`src/rtl/shiftreg_pkg.sv`:
```
// ============================================================================
// Module      : shiftreg_pkg
// Description : Operation encoding shared by the universal shift register.
// Revision    : 1.0 - initial release
// ============================================================================
`default_nettype none

package shiftreg_pkg;

  typedef enum logic [2:0] {
    MODE_HOLD  = 3'b000,
    MODE_SHL   = 3'b001,
    MODE_SHR   = 3'b010,
    MODE_ROL   = 3'b011,
    MODE_ROR   = 3'b100,
    MODE_LOAD  = 3'b101,
    MODE_CLEAR = 3'b110,
    MODE_RSVD  = 3'b111
  } mode_t;

  function automatic logic is_shift(input mode_t m);
    return (m == MODE_SHL) || (m == MODE_SHR) || (m == MODE_ROL) || (m == MODE_ROR);
  endfunction

endpackage

`default_nettype wire

```
`src/rtl/shiftreg_univ_shift_cnt.sv`:
```
// ============================================================================
// Module      : shift_cnt
// Description : Saturating shift counter with a one-cycle frame-done pulse.
// Revision    : 1.0 - initial release
// ============================================================================
`default_nettype none

module shift_cnt #(
  parameter int WIDTH = 8,
  localparam int CNT_W = $clog2(WIDTH + 1)
) (
  input  logic             clk,
  input  logic             rst_n,
  input  logic             clear,
  input  logic             inc,
  output logic [CNT_W-1:0] cnt,
  output logic             done
);

  localparam logic [CNT_W-1:0] C_CNT_MAX  = CNT_W'(WIDTH);
  localparam logic [CNT_W-1:0] C_CNT_LAST = CNT_W'(WIDTH - 1);

  logic [CNT_W-1:0] cnt_q, cnt_d;
  logic             done_q, done_d;

  // Clear wins over inc so a load on the completing edge suppresses done.
  always_comb begin
    cnt_d  = cnt_q;
    done_d = 1'b0;
    if (clear) begin
      cnt_d = '0;
    end else if (inc) begin
      if (cnt_q != C_CNT_MAX) cnt_d = cnt_q + 1'b1;
      done_d = (cnt_q == C_CNT_LAST);
    end
  end

  always_ff @(posedge clk) begin
    if (!rst_n) begin
      cnt_q  <= '0;
      done_q <= 1'b0;
    end else begin
      cnt_q  <= cnt_d;
      done_q <= done_d;
    end
  end

  assign cnt  = cnt_q;
  assign done = done_q;

endmodule

`default_nettype wire

```
`src/rtl/shiftreg_univ.sv`:
```
// ============================================================================
// Module      : shiftreg_univ
// Description : Universal shift register (shift/rotate/load/clear) with frame counter.
// Revision    : 1.0 - initial release
// ============================================================================
`default_nettype none

module shiftreg_univ
  import shiftreg_pkg::*;
#(
  parameter int WIDTH = 8,
  localparam int CNT_W = $clog2(WIDTH + 1)
) (
  input  logic             clk,
  input  logic             rst_n,
  input  logic             en,
  input  logic [2:0]       mode,
  input  logic [WIDTH-1:0] d,
  input  logic             sin_l,
  input  logic             sin_r,
  output logic [WIDTH-1:0] q,
  output logic             sout_l,
  output logic             sout_r,
  output logic [CNT_W-1:0] cnt,
  output logic             done
);

  mode_t            mode_w;
  logic [WIDTH-1:0] q_q;
  logic             cnt_clear_w;
  logic             cnt_inc_w;

  assign mode_w      = mode_t'(mode);
  assign cnt_clear_w = en && ((mode_w == MODE_LOAD) || (mode_w == MODE_CLEAR));
  assign cnt_inc_w   = en && is_shift(mode_w);

  always_ff @(posedge clk) begin
    if (!rst_n) begin
      q_q <= '0;
    end else if (en) begin
      case (mode_w)
        MODE_SHL:   q_q <= {q_q[WIDTH-2:0], sin_l};
        MODE_SHR:   q_q <= {sin_r, q_q[WIDTH-1:1]};
        MODE_ROL:   q_q <= {q_q[WIDTH-2:0], q_q[WIDTH-1]};
        MODE_ROR:   q_q <= {q_q[0], q_q[WIDTH-1:1]};
        MODE_LOAD:  q_q <= d;
        MODE_CLEAR: q_q <= '0;
        default:    q_q <= q_q;
      endcase
    end
  end

  shift_cnt #(
    .WIDTH (WIDTH)
  ) u_shift_cnt (
    .clk   (clk),
    .rst_n (rst_n),
    .clear (cnt_clear_w),
    .inc   (cnt_inc_w),
    .cnt   (cnt),
    .done  (done)
  );

  assign q      = q_q;
  assign sout_l = q_q[WIDTH-1];
  assign sout_r = q_q[0];

endmodule

`default_nettype wire

```
`config.mk`:
```
export PLATFORM = sky130hd
export DESIGN_NAME = shiftreg_univ
export DESIGN_NICKNAME = d
export VERILOG_FILES = /design/src/rtl/shiftreg_pkg.sv /design/src/rtl/shiftreg_univ_shift_cnt.sv /design/src/rtl/shiftreg_univ.sv
export SDC_FILE = /design/constraint.sdc
export NUM_CORES = 1
export LEC_CHECK = 0
export ABC_CLOCK_PERIOD_IN_PS = 1700
export BUFFER_PORTS_ARGS = -buffer_cell sky130_fd_sc_hd__buf_4
export CORE_MARGIN = 2
export CORE_UTILIZATION = 46
export CTS_CLUSTER_SIZE = 40
export DETAILED_ROUTE_END_ITERATION = 8
export HOLD_SLACK_MARGIN = 0.06
export PLACE_DENSITY = 0.75
export SLEW_MARGIN = 20
export SYNTH_ARGS = -nofsm -noshare
export SYNTH_HDL_FRONTEND = slang
export SYNTH_SLANG_ARGS = --single-unit
```
`constraint.sdc`:
```
create_clock -name clk -period 1.7 [get_ports clk]
set_input_delay 0.255 -clock clk [delete_from_list [all_inputs] [get_ports clk]]
set_output_delay 0.255 -clock clk [all_outputs]
set_load 0.02 [all_outputs]
```
# == After elaboration in Yosys (flattened, before gate mapping) ==
# Index checks and enable logic that the tools add are counted.
# classes
bitwise_logic,2
addsub,1
mux,1
reduce_logical,11
n_eq_ne,8
# ops
op,n
$pmux W8 S6,1
$eq A3 B3 Y1 const B,3
$eq A3 B2 Y1 const B,2
$reduce_bool A6 Y1,1
$add A4 B1 Y4 const B,1
$eq A4 B3 Y1 const B,1
$logic_or A1 B1 Y1,4
$ne A4 B4 Y1 const B,1
$reduce_and A2 Y1,2
$eq A3 B1 Y1 const B,1
$reduce_or A3 Y1,1
$logic_and A1 B1 Y1,2
$not A1 Y1,2
$reduce_or A2 Y1,1
# word_totals
inputBits,16
output_inout_bits,15
ff_bits,13

# == Logic depth before layout (Yosys ltp) ==
# Gate-level depths: netlist of run 1.
# depth
ltp_word,7
ltp_mapped,6
mapped_depth_nobuf,6

# == By module ==
# Synthesis of run 1 repeated with hierarchy kept, for this count alone.
# unflattened
cells_unflattened,89
hier_area_um2,778.2
# by_module_without_submodules
module,cells_per_inst,area_each_um2,n_inst
shiftreg_univ,62,529.3,1
shift_cnt,27,249.0,1

# == Worst setup path before layout of run 1 ==
# Ideal clock, no wire load.
# synth_path
kind,flip-flop to flip-flop
startpoint,register u_shift_cnt.cnt_q[0] (netlist: u_shift_cnt.cnt[0])
endpoint,register u_shift_cnt.cnt_q[1] (netlist: u_shift_cnt.cnt[1])
t_required_ns,1.567
stages_incl_launch_ff,7
arrival_ns,1.209
n_path_buf,0
path_slack_ns,0.358
path_cell_list,dfxtp_1 > inv_1 > ha_1 > nand2_1 > o2111ai_1 > mux2i_1 > nor2_1
# synth_between
elab_chain_cells,2
word_cells_on_any_way,3
# synth_lines
element,line_no,text
from (decl),shiftreg_univ_shift_cnt.sv:23,"logic [CNT_W-1:0] cnt_q, cnt_d;"
from (signal assigned),shiftreg_univ_shift_cnt.sv:43,cnt_q <= cnt_d;
"parallel branches: the longest is 2 deep, another holds $add A4 B1 Y4",n/a,
# Parallel ways; which one is timed is not known.
# A chain may end at the register's enable or synchronous reset.

# == Worst setup path after layout of run 1 ==
# Same ends and word-level chain as after synthesis.

==> flow_summary.toml, run 1 <==
[status]
outcome = "complete, no violations"

[sta]
relSlewSlack = 0.600
maxSlewViolCount = 0
tightest_slew_ns = 0.593
fmax_mhz = 733
finClkSkew_ns = 0.00151
grt_setup_unrepaired = "no"
fin_crit_ns = 1.36
fin_ws_ns = 0.337
fin_tns_setup_ns = 0
setup_viol = 0
finalCritPeriodShare = 0.802
hold_viol_final = 0

[die]
core_area_um2 = 1520
dieArea_um2 = 2000
ioPinCount = 31
die_x_um = 44.8
initial_core_util = 0.502
die_h_um = 44.8
num_rows = 14

[worst_hold_path]
worstHoldStart = "en"
hp-class = "in -> reg"
hold_end = "q[6]"
worstHoldPathCells = 2

[power]
power_uw = 739
p_comb_frac = 0.263
ir_drop_v = 0.000595
clockPowerShare = 0.270
swShare = 0.315
p_int_uw = 507
p_sw_uw = 232
power_density_nw_per_um2 = 752
seq_power_share = 0.468
leakage_nw = 0.428

[job]
cap_violations = 0

[clocking]
clk_pin_slew_ns = 0.08
hold_buffers = 0
clock_latency_ns = 0.29
cts_resized = 0
cts_inserted_buffers = 3
post_cts_buffers = 0
clockRootBuffer = "clkbuf_4"
cts_tree = "built"
clock_sinks = 13
h-tree-depth = 1
clockBufferDepth = 2

[drt]
vias = 764
vias_per_cell = 5.79
first_pass_iters = 6
drtIter0Drc = 40
wl_per_cell_um = 14.1
drtAntennaViolNets = 0
wl_um = 1870
drc = 0

[synthesis]
synth_edf_count = 0
synth_area_um2 = 764
synth_seq_area_share = 0.340
synth_cell_type_count = 32
synth_seq_cells = 13
synth_flop_cell = "dfxtp_1"
ys_warn_count = 0
netlist_instances = 88
synthArstFlopShare = 0
avgSynthCellArea_um2 = 8.69
synth_nets = 106

[setup_path]
cp-start-kind = "flip-flop"
r2r-start = "u_shift_cnt.cnt[0]"
critical-path-top-delay-family = "flip-flops"
startpoint = "u_shift_cnt.cnt[0]"
crit_fanout = 4
slowest_stage = "dfxtp_1"
crit_chain = "inv_1, ha_1, nand2_1, o2111ai_1, mux2i_1, nor2_1"
r2r_slack_ns = 0.34
critPathKind = "reg -> reg"
crit_buf_inv = 1
worstPathArrival_ns = 1.52
end_kind = "flip-flop"
r2r-end = "u_shift_cnt.cnt[1]"
slowest_delay_ns = 0.34
reg2reg_depth = 6
required_ns = 1.86

[global_routing]
grt_pass1_wl_um = 3240
overflow = 0
track_usage = 0.224
grt_pass1_vias = 746
antenna_found_initial = 0
grt_max_degree = 16

[layout]
finish.instance_area_um2 = 983
drive_gt1_frac = 0.328
area_delta_synth_final_pct = 28.6
antenna_cells = 0
fillers = 142
finalNetCount = 135

[placement]
io_buffers = 30
gp_congestion = 0.780
dp_hpwl_um = 1400
place_ws_ns = 0.293
place_area_um2 = 957
==> per-layer routing <==
layer / vias up / track usage / share of wire
met2: 30 / 0.357 / 0.46
met4: 0 / 0.0788 / 0.0080
met5: - / 0 / 0
li1: 385 / - / -
met1: 347 / 0.281 / 0.44
met3: 2 / 0.0760 / 0.091
==> worst reg2reg max path: stages (launching register included) <==
cell and delay [ns]:
dfxtp_1 0.34, inv_1 0.09, ha_1 0.16, nand2_1 0.07
o2111ai_1 0.30, mux2i_1 0.22, nor2_1 0.05
==> power by group through the flow <==
stage | Sequential [mW] | Clock, mW | Combinational (mW)
2_1_floorplan | 0.369 | 0 | 0.104
3_3_place_gp | 0.351 | 0 | 0.191
3_5_place_dp | 0.352 | 0 | 0.195
4_1_cts | 0.345 | 0.203 | 0.195
5_1_grt | 0.348 | 0.222 | 0.213
6_report | 0.346 | 0.199 | 0.194
==> synthesized netlist by cell type, types with 2 or more instances <==
cell,count,share of area
o21ai_1,3,0.020
ha_1,2,0.033
xnor2_1,2,0.023
nor2_1,7,0.034
dfxtp_1,13,0.34
inv_1,4,0.020
o21ai_0,7,0.046
mux2i_1,3,0.039
a221oi_1,2,0.023
a21oi_1,8,0.052
a222oi_1,5,0.065
buf_6,2,0.029
nand4_1,2,0.016
nor2b_1,2,0.016
nand2_1,6,0.029
buf_4,4,0.039
==> stage by stage <==
step	instances	utilization	hold WS [ns]
after floorplan	88	-	0.355
after global placement	128	0.628	0.487
after detailed placement	128	0.628	0.500
after CTS	132	0.645	0.193
after global routing	132	0.645	0.197
final	132	0.645	0.200
==> flip-flops by register name, summed over array words and instances (netlist names) <==
register / cells
q: 8
u_shift_cnt.cnt: 4
u_shift_cnt.done: 1
==> how the worst max path moves through the flow <==
| stage | depth (start not counted) | slack (ns) | to |
|---|---|---|---|
| final | 6 | 0.34 | u_shift_cnt.cnt[1] |
| after global routing | 6 | 0.19 | u_shift_cnt.cnt[1] |
| after CTS | 6 | 0.33 | u_shift_cnt.cnt[1] |
| after detailed placement | 5 | 0.29 | u_shift_cnt.cnt[1] |
| after global placement | 5 | 0.32 | q[1] |
| after floorplan | 6 | 0.36 | u_shift_cnt.cnt[1] |
==> cells in the final DEF, fill, tap and decap left out, types with 3 or more instances in the layout <==
cell type | Yosys | routed
nor2_1 | 7 | 7
inv_1 | 4 | 4
buf_4 | 4 | 30
mux2i_1 | 3 | 3
nand2_1 | 6 | 6
a21oi_1 | 8 | 8
a222oi_1 | 5 | 5
clkbuf_4 | 0 | 3
dfxtp_1 | 13 | 13
o21ai_0 | 7 | 7
o21ai_1 | 3 | 3
==> cells by family after synthesis <==
logic type      count (synthesis)  share of synthesized area
compound gates                 32                      0.280
simple gates                   25                      0.185
flops                          13                      0.340
buf+inv                        10                     0.0884
xor+xnor                        3                     0.0344
mux                             3                     0.0393
fa+ha+maj                       2                     0.0327
==> layout make-up <==
type / instances / area (um^2) / share of cell area
Clock buffer: 4 / 26.3 / 0.0267
Inverter: 4 / 15.0 / 0.0153
Multi-Input combinational cell: 65 / 437 / 0.444
Sequential cell: 13 / 260 / 0.265
Tap cell: 16 / 20.0 / 0.0204
Timing Repair Buffer: 30 / 225 / 0.229
(Power assumes the default switching activity.)
==> run 2, diff against run 1 <==
--- a/config.mk
+++ b/config.mk
@@ -5,7 +5,7 @@
 export SDC_FILE = /design/constraint.sdc
 export NUM_CORES = 1
 export LEC_CHECK = 0
-export ABC_CLOCK_PERIOD_IN_PS = 1700
+export ABC_CLOCK_PERIOD_IN_PS = 1370
 export BUFFER_PORTS_ARGS = -buffer_cell sky130_fd_sc_hd__buf_4
 export CORE_MARGIN = 2
 export CORE_UTILIZATION = 46
==> constraint.sdc (replaced) <==
create_clock -name clk -period 1.37 [get_ports clk]
set_input_delay 0.2055 -clock clk [delete_from_list [all_inputs] [get_ports clk]]
set_output_delay 0.2055 -clock clk [all_outputs]
set_load 0.02 [all_outputs]
==> run 2 against run 1 <==
Critical path depth is the same. Via count grew 4.8%. Sequential share of layout area shrank 1.1 points. Worst hold slack lost 0.031 ns. Die area is the same. Utilization grew 2.9 points. Largest power group unchanged.
==> flow_summary.toml, run 2 (synthesized netlist as in run 1, its figures left out) <==
[drt]
drtIter0Drc = 25
first_pass_iters = 5
wl_um = 1810
drtAntennaViolNets = 0
vias_per_cell = 5.85
vias = 801
drc = 0
wl_per_cell_um = 13.2

[power]
power_density_nw_per_um2 = 896
leakage_nw = 0.454
power_uw = 920
ir_drop_v = 0.000621

[sta]
finClkSkew_ns = 0.00156
maxSlewViolCount = 0
setup_viol = 0
hold_viol_final = 0
holdWs_ns = 0.169
tightest_slew_ns = 0.351
relSlewSlack = 0.765
finalCritPeriodShare = 0.931
grt_setup_unrepaired = "no"
fmax_mhz = 784
fin_crit_ns = 1.27
fin_tns_setup_ns = 0

[layout]
largest_reg_flops = 8
area_delta_synth_final_pct = 34.4
antenna_cells = 0
layout_commonest_cell = "buf_4"
drive_gt1_frac = 0.364
finalNetCount = 140
layout_common_cells = "35 x buf_4, 13 x dfxtp_1, 8 x a21oi_1"

[clocking]
clockBufferDepth = 2
clock_latency_ns = 0.28
hold_buffers = 0
clock_sinks = 13
clockRootBuffer = "clkbuf_4"
cts_inserted_buffers = 3
clk_pin_slew_ns = 0.08
cts_tree = "built"
h-tree-depth = 1

[die]
initial_core_util = 0.502
num_rows = 14
die_h_um = 44.8
ioPinCount = 31
die_x_um = 44.8
dieArea_um2 = 2000
core_area_um2 = 1520

[global_routing]
gr-usage-met1 = 0.250
antenna_found_initial = 0
track_usage = 0.190
top_usage_layer = "met2"
grt_max_degree = 16
gr-usage-met2 = 0.299
grt_pass1_vias = 660
grt_pass1_wl_um = 2760
overflow = 0
met3_usage = 0.0240

[placement]
gp_congestion = 0.773
io_buffers = 30
dp_hpwl_um = 1420

[job]
cap_violations = 0

[setup_path]
startpoint = "u_shift_cnt.cnt[0]"
required_ns = 1.55
crit_fanout = 4
critPathKind = "reg -> reg"
r2r-start = "u_shift_cnt.cnt[0]"
worstPathArrival_ns = 1.46
end_kind = "flip-flop"
cp-start-kind = "flip-flop"

[worst_hold_path]
worstHoldStart = "en"
hp-class = "in -> reg"

[status]
outcome = "complete, no violations"
run 2: cell count changes in the layout (fill, tap and decap cells not counted):
cell | previous run | this run
o2111ai_1 | 1 | 0
o2111ai_2 | 0 | 1
buf_4 | 30 | 35
run 2: report_power, final:
part,internal [mW],leakage (nW),switching [mW],total (mW)
clock network,0.113,0.0150,0.126,0.239
registers,0.401,0.107,0.0249,0.426
logic,0.125,0.333,0.131,0.255
run 2: cell type report:
cell class	count	area, um^2
sequential	13	260
fill	133	497
timing repair buffer	35	263
clock buffer	4	26.3
tap	16	20.0
multi-input combinational	65	443
inverter	4	15.0
run 2: path summary, 6_finish.rpt:
path	end	slack (ns)	cells after the start
max reg2reg	u_shift_cnt.cnt[1]	0.1	6
min	q[6]	0.17	2
max	u_shift_cnt.cnt[1]	0.1	6
min reg2reg	u_shift_cnt.cnt[2]	0.52	2
run 2: stage by stage:
step	cell area, um^2	worst slack, ns	instances	util
3_5_place_dp	995	0.0230	133	0.653
5_1_grt	1030	0.0000455	137	0.674
3_3_place_gp	995	0.0422	133	0.653
2_1_floorplan	764	0.0279	88	-
6_report	1030	0.0952	137	0.674
4_1_cts	1020	0.0155	137	0.670
run 2: per-layer routing:
metal  share of wire  wire length, um  vias to the layer above
met4           0.020               37                        0
met5               0                0                        -
met3           0.061              111                        5
li1                -                -                      399
met1            0.47              858                      370
met2            0.44              806                       27
run 2: worst max-delay path, cell delays in order, from the launching register on:
cell       delay (ns)
dfxtp_1          0.34
inv_1            0.09
ha_1             0.16
nand2_1          0.08
o2111ai_2        0.24
mux2i_1          0.21
nor2_1           0.05
run 2: repair_timing:
| action | 4_1_cts | 5_1_grt |
|---|---|---|
| setup buffers | 0 | 0 |
| setup endpoints to repair | 0 | 1 |
| gates resized for setup | 0 | 1 |
==> run 3, diff against run 2 <==
--- a/config.mk
+++ b/config.mk
@@ -12,7 +12,8 @@
 export CTS_CLUSTER_SIZE = 40
 export DETAILED_ROUTE_END_ITERATION = 8
 export HOLD_SLACK_MARGIN = 0.06
-export PLACE_DENSITY = 0.75
+export PLACE_DENSITY = 0.77
+export REMOVE_ABC_BUFFERS = 1
 export SLEW_MARGIN = 20
 export SYNTH_ARGS = -nofsm -noshare
 export SYNTH_HDL_FRONTEND = slang
==> constraint.sdc (replaced) <==
create_clock -name clk -period 1.37 [get_ports clk]
set_input_delay 0.137 -clock clk [delete_from_list [all_inputs] [get_ports clk]]
set_output_delay 0.137 -clock clk [all_outputs]
set_load 0.02 [all_outputs]
==> run 3 against run 2 <==
Utilization fell by 2.0 points. Critical path type unchanged. Clock skew rose by 0.0021 ns. Total power fell by 1.3%.
==> flow_summary.toml, run 3 (synthesized netlist as in run 1, its figures left out) <==
[drt]
drtIter0Drc = 46
drc = 0
vias_per_cell = 5.74
drtAntennaViolNets = 0
first_pass_iters = 4
vias = 764
wl_per_cell_um = 13.3
wl_um = 1770

[setup_path]
cp-start-kind = "flip-flop"
r2r-start = "u_shift_cnt.cnt[0]"
critPathKind = "reg -> reg"
r2r_slack_ns = 0.15
required_ns = 1.54
startpoint = "u_shift_cnt.cnt[0]"
crit_fanout = 4
worstPathArrival_ns = 1.39
end_kind = "flip-flop"

[clocking]
clockBufferDepth = 2
h-tree-depth = 1
hold_buffers = 0
clock_sinks = 13
cts_tree = "built"
clock_latency_ns = 0.27
post_cts_buffers = 0
cts_inserted_buffers = 3
clockRootBuffer = "clkbuf_4"
clk_pin_slew_ns = 0.08

[layout]
utilization = 0.654
layout_common_cells = "31 x buf_4, 13 x dfxtp_1, 8 x a21oi_1"
finalNetCount = 136
antenna_cells = 0
drive_gt1_frac = 0.342
fillers = 135
largest_reg_flops = 8
area_delta_synth_final_pct = 30.4
seq_area_um2 = 260
multi_input_area_um2 = 443
layout_commonest_cell = "buf_4"

[die]
die_x_um = 44.8
dieArea_um2 = 2000
num_rows = 14
die_h_um = 44.8
core_area_um2 = 1520
ioPinCount = 31
initial_core_util = 0.502

[sta]
relSlewSlack = 0.761
finClkSkew_ns = 0.00370
grt_setup_unrepaired = "no"
tightest_slew_ns = 0.357
fin_ws_ns = 0.149
setup_viol = 0
fin_crit_ns = 1.22
holdWs_ns = 0.0941
maxSlewViolCount = 0
fmax_mhz = 819
hold_viol_final = 0
finalCritPeriodShare = 0.891
fin_tns_setup_ns = 0

[status]
outcome = "complete, no violations"

[global_routing]
grt_pass1_wl_um = 2800
track_usage = 0.188
grt_max_degree = 16
antenna_found_initial = 0
overflow = 0
grt_pass1_vias = 660

[placement]
dp_hpwl_um = 1360
place_ws_ns = 0.0863
io_buffers = 30
gp_congestion = 0.732

[worst_hold_path]
worstHoldStart = "en"
hp-class = "in -> reg"

[job]
cap_violations = 0

[power]
power_density_nw_per_um2 = 911
leakage_nw = 0.434
power_uw = 908
ir_drop_v = 0.000637
-- run 3: cell types whose count changed in the layout (fill, tap and decap cells not counted), sizes merged --
cell,change
buf,-4
-- run 3: path summary, 6_finish.rpt --
path / end / cells after the start
worst max-delay path: u_shift_cnt.cnt[1] / 6
worst min-delay path: q[6] / 2
worst max register to register: u_shift_cnt.cnt[1] / 6
worst min register to register: u_shift_cnt.done / 1
-- run 3: cell type report --
class                           instances  area share
Inverter                                4      0.0151
Tap cell                               16      0.0201
Timing Repair Buffer                   31       0.233
Multi-Input combinational cell         65       0.444
Sequential cell                        13       0.261
Clock buffer                            4      0.0263
-- run 3: what timing repair did --
action,CTS,global route
setup endpoints to repair,0,2
hold endpoints to repair,0,0
gates resized for setup,0,1
-- run 3: critical path, stage by stage, from the launching register on --
cell       delay [ns]
dfxtp_1          0.33
inv_1            0.09
ha_1             0.15
nand2_1          0.07
o2111ai_2        0.22
mux2i_1          0.21
nor2_1           0.05
-- run 3: where the power goes --
group / total (mW) / leakage (nW) / internal (mW) / switching (mW)
logic: 0.246 / 0.313 / 0.117 / 0.128
registers: 0.428 / 0.107 / 0.401 / 0.0265
clock network: 0.235 / 0.0150 / 0.112 / 0.123
total: 0.908 / 0.434 / 0.631 / 0.278
-- run 3: per-stage QoR --
stage          cells  cell area [um^2]
6_report         133               997
3_5_place_dp     129               965
2_1_floorplan     82               712
3_3_place_gp     129               965
5_1_grt          133               997
4_1_cts          133               991
-- run 3: routing by layer --
layer  routed length, um  vias to the layer above  GRT usage
met4                  20                        0     0.0667
met1                 828                      341      0.248
li1                    -                      390          -
met5                   0                        -          0
met2                 785                       29      0.299
met3                 135                        4     0.0440
